===== src/rtl/repair_sol_buffer.sv =====
// repair_sol_buffer: collects BIRA repair solutions during a test session and
// streams them to the fuse programmer over a valid/ready handshake once the
// session ends repairable.
// Optional feature macro: SOL_PARITY_EN adds an out_parity output. It carries
// even parity over out_data, and this parity is stored per entry at write time.
module repair_sol_buffer #(
    parameter int DEPTH = 8,
    parameter int AW    = 3
) (
    input  logic          clk,
    input  logic          rst,
    input  logic          start,
    input  logic          sol_valid,
    input  logic [15:0]   solution,
    input  logic          test_end,
    input  logic          repair,
    input  logic          early_term,
    output logic          out_valid,
    output logic [15:0]   out_data,
`ifdef SOL_PARITY_EN
    output logic          out_parity,
`endif
    input  logic          out_ready,
    output logic [AW:0]   sol_count,
    output logic          done,
    output logic          fail
);

`ifdef SOL_PARITY_EN
    localparam int EW = 17;
`else
    localparam int EW = 16;
`endif
    localparam logic [AW:0] CNT_FULL = (AW+1)'(DEPTH);

    typedef enum logic [2:0] {
        S_IDLE, S_COLLECT, S_DRAIN, S_DONE, S_FAIL
    } state_t;

    state_t        state, state_nxt;
    logic [EW-1:0] mem [DEPTH];
    logic [EW-1:0] wr_word, rd_word;
    logic [AW-1:0] wr_ptr, rd_ptr;
    logic [AW:0]   count;
    logic          ovf;
    logic          full, wr_en, ovf_set, rd_en, sess_start;

    assign full       = (count == CNT_FULL);
    assign sess_start = start && (state == S_IDLE || state == S_DONE || state == S_FAIL);
    assign wr_en      = (state == S_COLLECT) && sol_valid && !full;
    assign ovf_set    = (state == S_COLLECT) && sol_valid && full;
    assign rd_en      = out_valid && out_ready;

`ifdef SOL_PARITY_EN
    assign wr_word = {^solution, solution};
`else
    assign wr_word = solution;
`endif
    assign rd_word = mem[rd_ptr];

    // State register
    always_ff @(posedge clk or negedge rst) begin
        if (!rst) state <= S_IDLE;
        else      state <= state_nxt;
    end

    // Next-state logic; a word arriving with test_end is folded into the
    // overflow decision so it is "stored" before the transition.
    always_comb begin
        state_nxt = state;
        case (state)
            S_IDLE, S_DONE, S_FAIL: if (start) state_nxt = S_COLLECT;
            S_COLLECT: begin
                if (early_term)
                    state_nxt = S_FAIL;
                else if (test_end)
                    state_nxt = (repair && !ovf && !ovf_set) ? S_DRAIN : S_FAIL;
            end
            S_DRAIN: if (count == '0) state_nxt = S_DONE;
            default: state_nxt = S_IDLE;
        endcase
    end

    // Pointers, occupancy and overflow flag
    always_ff @(posedge clk or negedge rst) begin
        if (!rst) begin
            wr_ptr <= '0;
            rd_ptr <= '0;
            count  <= '0;
            ovf    <= 1'b0;
        end else if (sess_start) begin
            wr_ptr <= '0;
            rd_ptr <= '0;
            count  <= '0;
            ovf    <= 1'b0;
        end else begin
            if (wr_en) begin
                wr_ptr <= wr_ptr + 1'b1;
                count  <= count + 1'b1;
            end
            if (ovf_set) ovf <= 1'b1;
            if (rd_en) begin
                rd_ptr <= rd_ptr + 1'b1;
                count  <= count - 1'b1;
            end
            // A failed session holds nothing deliverable
            if (state_nxt == S_FAIL && state != S_FAIL) count <= '0;
        end
    end

    // Solution storage; contents are don't-care after reset
    always_ff @(posedge clk) begin
        if (wr_en) mem[wr_ptr] <= wr_word;
    end

    // Outputs decoded from state and occupancy; data forced to 0 when idle
    always_comb begin
        out_valid = (state == S_DRAIN) && (count != '0);
        out_data  = out_valid ? rd_word[15:0] : 16'h0000;
`ifdef SOL_PARITY_EN
        out_parity = out_valid ? rd_word[16] : 1'b0;
`endif
        sol_count = count;
        done      = (state == S_DONE);
        fail      = (state == S_FAIL);
    end

endmodule


===== config.mk =====
export PLATFORM = sky130hd
export DESIGN_NAME = repair_sol_buffer
export DESIGN_NICKNAME = d
export VERILOG_FILES = /design/src/rtl/repair_sol_buffer.sv
export SDC_FILE = /design/constraint.sdc
export NUM_CORES = 1
export LEC_CHECK = 0
export CORE_MARGIN = 3
export CORE_UTILIZATION = 60
export CTS_BUF_LIST = sky130_fd_sc_hd__clkbuf_4
export CTS_CLUSTER_SIZE = 10
export DETAILED_ROUTE_END_ITERATION = 16
export PLACE_DENSITY = 0.82
export SLEW_MARGIN = 10
export SYNTH_ARGS = -nofsm -noshare
export SYNTH_HDL_FRONTEND = slang
export SYNTH_SLANG_ARGS = --single-unit

===== constraint.sdc =====
create_clock -name clk -period 3.6 [get_ports clk]
set_input_delay 0.36 -clock clk [delete_from_list [all_inputs] [get_ports clk]]
set_output_delay 0.36 -clock clk [all_outputs]
set_load 0.02 [all_outputs]

Word-level counts from Yosys, hierarchy flattened --
Memories as Yosys holds them, arrays and structs flattened. Cells that the tools add are included.
Storage, ports and cells: memories 1, flip-flop bits (word level) 14, bits of input ports 24, RAM bits 128
Memories:
- mem | depth 8, width 16, read ports 1, clocked after Yosys merged registers in 0, wr ports 1, line 41 | logic [EW-1:0] mem [DEPTH];
Cells by class: reduce and logical (&&, ||, !) cells 22, muxes and demuxes 19, add/sub/neg operators 4, eq/ne operators 7
Operator list (number):
- two-way mux 3 bit | 9
- two-way mux 16 bit | 1
- two-way mux 4 bit | 4
- logical AND 1 bit | 9
- one-hot mux 3 bit (3 select lines) | 1
- nonzero test 4 bit | 2
- adder 3 x 1 -> 3 bit, second input constant | 2
- equality test 3 x 2 -> 1 bit, second input constant | 2
- equality test 3 bit, second input constant | 2
- nonzero test 2 bit | 3
- adder 4 x 1 -> 4 bit, second input constant | 1
- equality test 4 bit, second input constant | 1
- logical NOT 4 bit | 1
- two-way mux 1 bit | 4
- subtractor 4 x 1 -> 4 bit, second input constant | 1
- equality test 3 x 1 -> 1 bit, second input constant | 1
- logical NOT 1 bit | 3
- logical NOT 3 bit | 1
- inequality test 3 bit, second input constant | 1
- OR reduction 3 bit | 1
- logical OR 1 bit | 2

Longest topological paths before layout --
Gate-level depths: netlist of run 1.
depth after elaboration 13, mapped depth 9, mapped depth without buffers 9

Worst setup path before layout of run 1 --
OpenSTA, ideal clock, no wires.
path type flip-flop to flip-flop, from register state[1], to memory mem[0][0], enable pin, data arrival time 2656 ps, cell stages (with the launch flop) 5, data required time 3170 ps, period minus slack after synthesis 3086 ps, path buffers 1, path slack 514 ps, path through dfrtp_1 -> and4bb_1 -> a21bo_1 -> buf_4 -> nor4_1
On the way: word-level cells in the longest chain between the ends 5
Ends and longest elaborated chain:
- start, declared | line 40 | state_t state, state_nxt;
- start signal, assigned | line 64 | else state <= state_nxt;
- equality test 3 x 1 -> 1 bit | line 50 | assign wr_en = (state == S_COLLECT) && sol_valid && !full;
- logical AND 1 bit (2 in a row) | line 50
- two-way mux 1 bit | line 113 | if (wr_en) mem[wr_ptr] <= wr_word;
- two-way mux 1 bit (implied by the code) | line 113
- end, declared | line 41
Every way passes these cells.

Worst setup path after layout of run 1 --
from register count[0], in the netlist sol_count[0], to output port out_data[10]
On the way: word-level cells in the longest chain between the ends 3
Ends and longest elaborated chain:
- start, declared | line 44 | logic [AW:0] count;
- start signal, assigned | line 99 | count <= count + 1'b1;
- start signal, assigned | line 104 | count <= count - 1'b1;
- nonzero test 4 bit | line 118 | out_valid = (state == S_DRAIN) && (count != '0);
- logical AND 1 bit | line 118
- two-way mux 16 bit | line 119 | out_data = out_valid ? rd_word[15:0] : 16'h0000;
- end, declared | line 19 | output logic [15:0] out_data,
Every way passes these cells.

==> impl_metrics.toml, run 1 <==
[finish]
num_antenna_cells = 0
area_growth_pct = 17.5
fin_util_pct = 72.7
final-seq-area_um2 = 4200
drive_above_1_share_pct = 24.8
fillers = 573
multi_input_area_um2 = 1490
nets = 403

[routing]
post_drt_wl_per_cell_um = 21.2
vias = 3072
drc = 0
vias_per_cell = 5.95
first_pass_iters = 4
first_iter_violations = 245
drt-total-wl_mm = 10.9
ant_nets = 0

[global_route]
globalRouteOverflowTotal = 0
grtUsageTotal_pct = 22.0
antenna_found_initial = 0
grt_first_pass_wirelength_mm = 17.9
grt_max_degree = 35
grt_pass1_vias = 3251

[power]
pwr-share-seq_pct = 55.7
p_int_w = 0.00258
peakVddDrop_mv = 0.445
combPwrFrac_pct = 17.9
clockPowerShare_pct = 26.4
switching_share_pct = 28.3
p_per_area_nw_per_um2 = 535
net-switching-power_w = 0.00102
p_leak_nw = 2.21
total_power_w = 0.00361

[floorplanning]
coreArea_um2 = 9280
placementRows = 35
die_y_um = 104
start_util_pct = 61.8
dieArea_um2 = 10800
io_pins = 47
die_width_um = 104

[critical_path]
startpoint_type = "register"
worstSetupPathType = "reg2out"
r2r_cells = 9
worstPathMaxFanout = 17
arrival_ns = 2.83
required_ns = 3.24
critPathCaptureType = "output pin"

[yosys]
syn_area_per_cell_um2 = 18.9
ys.flop_type = "edfxtp_1"
synthDistinctLibCells = 36
synth_area_um2 = 5740
synth_top_area_share_pct = 67.0
yosys-top-cells-area = "edfxtp_1 67%, mux4_2 13%, dfrtp_1 6.1%, mux2i_1 2.8%, nor2_1 1.9%"
synth_edf_count = 128
yosys-top-cells-count = "128 x edfxtp_1, 32 x mux4_2, 29 x nor2_1"
synthArstFlopShare_pct = 9.86
syn-num-nets = 333
yosysTopAreaCell = "edfxtp_1"
yosysSeqAreaShare_pct = 73.1
ys_seq_elements = 142
synth_warnings = 0
netlist_instances = 304
synth_most_common_cell = "edfxtp_1"

[placed_design]
numPortBuffers = 46
hpwl_mm = 6.79
place_congestion = 0.815
post-place-ws_ns = 0.743

[timing]
fin_tns_setup_ns = 0
setup_viol_count_final = 0
fin_crit_sh_pct = 88.6
setup_slack_ns = 0.410
slew_viol_final = 0
hold_viol = 0
fmax_ghz = 0.314
period_needed_ns = 3.19
rsz0062_at_grt = "false"
clock-skew-final_ns = 0.0225
max_slew_margin_pct = 47.6
hold_ws_ns = 0.225
worst_pin_slew_ns = 0.786

[clock_network]
cts.sinks = 142
clkTransAtPathRegs_ns = 0.12
ctsHoldBuffers = 0
clockRootBuffer = "clkbuf_4"
ctsLongestPathBuffers = 2
clk_latency_ns = 0.51
cts_setup_buffers = 0
cts_tree = "done"
cts_buffers = 17
cts_resized = 0
cts.htree.levels = 4

[status]
status = "finished, final reports clean"

[hold_path]
hp-class = "in2async"

[flow_run]
drv_cap = 0
-- registers in the layout (all words and copies together), names as in the netlist --
name       cells
rd_ptr         3
ovf            1
sol_count      4
state          3
mem          128
wr_ptr         3
-- through the flow --
stage          cells  area, um^2
6_report         516        6750
5_1_grt          516        6750
4_1_cts          516        6750
3_5_place_dp     484        6480
3_3_place_gp     484        6480
2_1_floorplan    304        5740
-- logic make-up (layout without fill, tap and decap cells) --
| group | Yosys count | in the layout | synth area share (%) |
|---|---|---|---|
| AOI/OAI and AO/OA | 17 | 17 | 1.83 |
| xor gates and xnor gates | 6 | 6 | 0.916 |
| adders and majority gates | 5 | 5 | 1.22 |
| buffers and inverters | 19 | 102 | 1.44 |
| DFF | 142 | 142 | 73.1 |
| muxes | 49 | 49 | 15.7 |
| and+or+nand+nor | 66 | 66 | 5.78 |
-- power by group through the flow --
stage	sequential, W	clock [W]	combinational (W)
after global routing	0.00202	0.00104	0.000708
after floorplan	0.00201	0	0.000436
final	0.00201	0.000953	0.000645
after detailed placement	0.00204	0	0.000644
after global placement	0.00203	0	0.000624
after CTS	0.00201	0.000973	0.000653
-- layer usage --
layer | up-vias | global-route usage [%] | part of all wire [%]
met5 | - | 0 | 0
met4 | 0 | 7.41 | 2.2
met3 | 16 | 5.48 | 6.1
met2 | 105 | 34.9 | 50
met1 | 1594 | 30.4 | 42
li1 | 1357 | - | -
-- placed cells by master, fill, tap and decap left out, drive strengths merged, types with 5 or more instances in the layout --
cell,synthesis,layout
buf,8,18
mux4,32,32
clkbuf,5,18
inv,6,11
a21oi,5,5
edfxtp,128,128
nor2,29,29
mux2i,17,17
clkinv,0,5
clkdlybuf4s50,0,46
nand2,15,15
nor3,5,5
dfrtp,14,14
-- worst paths after layout --
check,start,to,slack [ns]
max,sol_count[0],out_data[10],0.41
min,rst,sol_count[1],0.23
max reg2reg,sol_count[0],sol_count[3],0.94
min reg2reg,ovf,ovf,0.55
max in group asynchronous,rst,rd_ptr[0],2.93
min in group clk,test_end,state[1],0.47
-- worst max-delay path: stages, from the launching register on --
cell and delay [ns]:
dfrtp_1 0.49, nor4_1 0.38, or3_1 0.68, nor2_1 0.16, clkdlybuf4s50_1 0.60
-- cell type report --
cell class / count / area share (%)
timing repair buffer: 64 / 9.02
clock inverter: 14 / 1.98
clock buffer: 18 / 2.00
sequential: 142 / 62.2
inverter: 6 / 0.334
tap: 129 / 2.39
multi-input combinational: 143 / 22.1
No activity file was read; power rests on OpenSTA's default activity.
==> run 2, diff against run 1 <==
--- a/config.mk
+++ b/config.mk
@@ -5,12 +5,11 @@
 export SDC_FILE = /design/constraint.sdc
 export NUM_CORES = 1
 export LEC_CHECK = 0
-export CORE_MARGIN = 3
 export CORE_UTILIZATION = 60
 export CTS_BUF_LIST = sky130_fd_sc_hd__clkbuf_4
 export CTS_CLUSTER_SIZE = 10
 export DETAILED_ROUTE_END_ITERATION = 16
-export PLACE_DENSITY = 0.82
+export PLACE_DENSITY = 0.89
 export SLEW_MARGIN = 10
 export SYNTH_ARGS = -nofsm -noshare
 export SYNTH_HDL_FRONTEND = slang
==> impl_metrics.toml, run 2 (synthesis gave the netlist of run 1 again) <==
[routing]
vias_per_cell = 5.94
drt-total-wl_mm = 10.5
first_iter_violations = 226
post_drt_wl_per_cell_um = 20.5
drc = 0
ant_nets = 0
vias = 3041
first_pass_iters = 4

[timing]
period_needed_ns = 3.25
hold_ws_ns = 0.227
fin_tns_setup_ns = 0
setup_slack_ns = 0.354
fin_crit_sh_pct = 90.2
clock-skew-final_ns = 0.0139
max_slew_margin_pct = 49.5
rsz0062_at_grt = "false"
setup_viol_count_final = 0
slew_viol_final = 0
hold_viol = 0
worst_pin_slew_ns = 0.758
fmax_ghz = 0.308

[critical_path]
reg2reg_to = "sol_count[3]"
r2r_setup_slack_ns = 0.89
startpoint_type = "register"
arrival_ns = 2.89
r2r-start = "sol_count[0]"
crit_end = "out_data[11]"
worstSetupPathType = "reg2out"
crit_start = "rd_ptr[0]"
critPathCaptureType = "output pin"
r2r_cells = 9
required_ns = 3.24
worstPathMaxFanout = 18

[global_route]
grt_pass1_vias = 3045
grt_max_degree = 19
grt_first_pass_wirelength_mm = 16.4
globalRouteOverflowTotal = 0
grtUsageTotal_pct = 23.4
antenna_found_initial = 0

[placed_design]
post-place-ws_ns = 0.839
numPortBuffers = 46
place_congestion = 0.781
hpwl_mm = 6.64

[clock_network]
cts.sinks = 142
cts_buffers = 17
ctsLongestPathBuffers = 2
cts_resized = 0
clkTransAtPathRegs_ns = 0.11
cts.htree.levels = 4
cts_tree = "done"
clockRootBuffer = "clkbuf_4"
cts_setup_buffers = 0
ctsHoldBuffers = 0
clk_latency_ns = 0.52

[floorplanning]
start_util_pct = 62.1
placementRows = 35
io_pins = 47
coreArea_um2 = 9240
dieArea_um2 = 9960
die_y_um = 99.8
die_width_um = 99.8

[hold_path]
hp-class = "in2async"

[finish]
largest_reg_flops = 128
fin_util_pct = 72.7
top_register = "mem"
final_common_cell = "edfxtp_1"
final_cell_mix = "128 x edfxtp_1, 46 x clkdlybuf4s50_1, 32 x mux4_2"
num_antenna_cells = 0
nets = 400
drive_above_1_share_pct = 23.2
area_growth_pct = 17.0

[power]
p_per_area_nw_per_um2 = 533
p_leak_nw = 2.18
peakVddDrop_mv = 0.283

[flow_run]
drv_cap = 0

[status]
status = "finished, final reports clean"
==> run 2: cell count changes in the layout (fill, tap and decap cells not counted) <==
cell / previous run / this run
bufinv_16: 1 / 2
clkinv_1: 1 / 4
clkinv_2: 1 / 2
buf_4: 17 / 14
inv_8: 1 / 0
inv_6: 4 / 0
clkinv_4: 3 / 2
==> run 2: power by group <==
part | switching, W | internal, W | leakage (nW)
sequential | 0.000110 | 0.00190 | 1.34
clock | 0.000522 | 0.000405 | 0.134
combinational | 0.000322 | 0.000314 | 0.708
total | 0.000954 | 0.00262 | 2.18
==> run 2: critical path, cell delays in order, from the launching register on <==
cell and delay, ns:
dfrtp_2 0.79, buf_4 0.29, mux4_2 0.51, mux2i_1 0.15, nor2_1 0.06, clkdlybuf4s50_1 0.56
==> run 2: worst min-delay path by stage <==
| stage | endpoint | slack, ns | cells past startpoint |
|---|---|---|---|
| 2_1_floorplan | ovf | 0.06 | 0 |
| 3_3_place_gp | ovf | 0.49 | 2 |
| 3_5_place_dp | ovf | 0.49 | 2 |
| 4_1_cts | sol_count[1] | 0.21 | 1 |
| 5_1_grt | sol_count[1] | 0.23 | 1 |
| 6_report | state[1] | 0.23 | 1 |
==> run 2: layout make-up <==
cell class	instances	area, um^2
clock buffers	18	135
well taps	129	161
repair buffers	61	586
inverters	6	22.5
fillers	540	2530
multi-input cells	143	1490
flip-flops and latches	142	4200
clock inverters	13	125
==> run 2: metrics by stage <==
step           std cells  total power [W]  area, um^2
2_1_floorplan        304          0.00245        5740
3_3_place_gp         481          0.00265        6450
3_5_place_dp         481          0.00269        6450
4_1_cts              512          0.00360        6710
5_1_grt              512          0.00373        6710
6_report             512          0.00358        6710
==> run 2: per-layer routing <==
metal,wire length [um],global-route usage (%),vias up
met5,0,0,-
met4,204,10.7,0
met1,4290,31.6,1550
met3,698,5.08,19
met2,5280,37.2,132
li1,-,-,1340
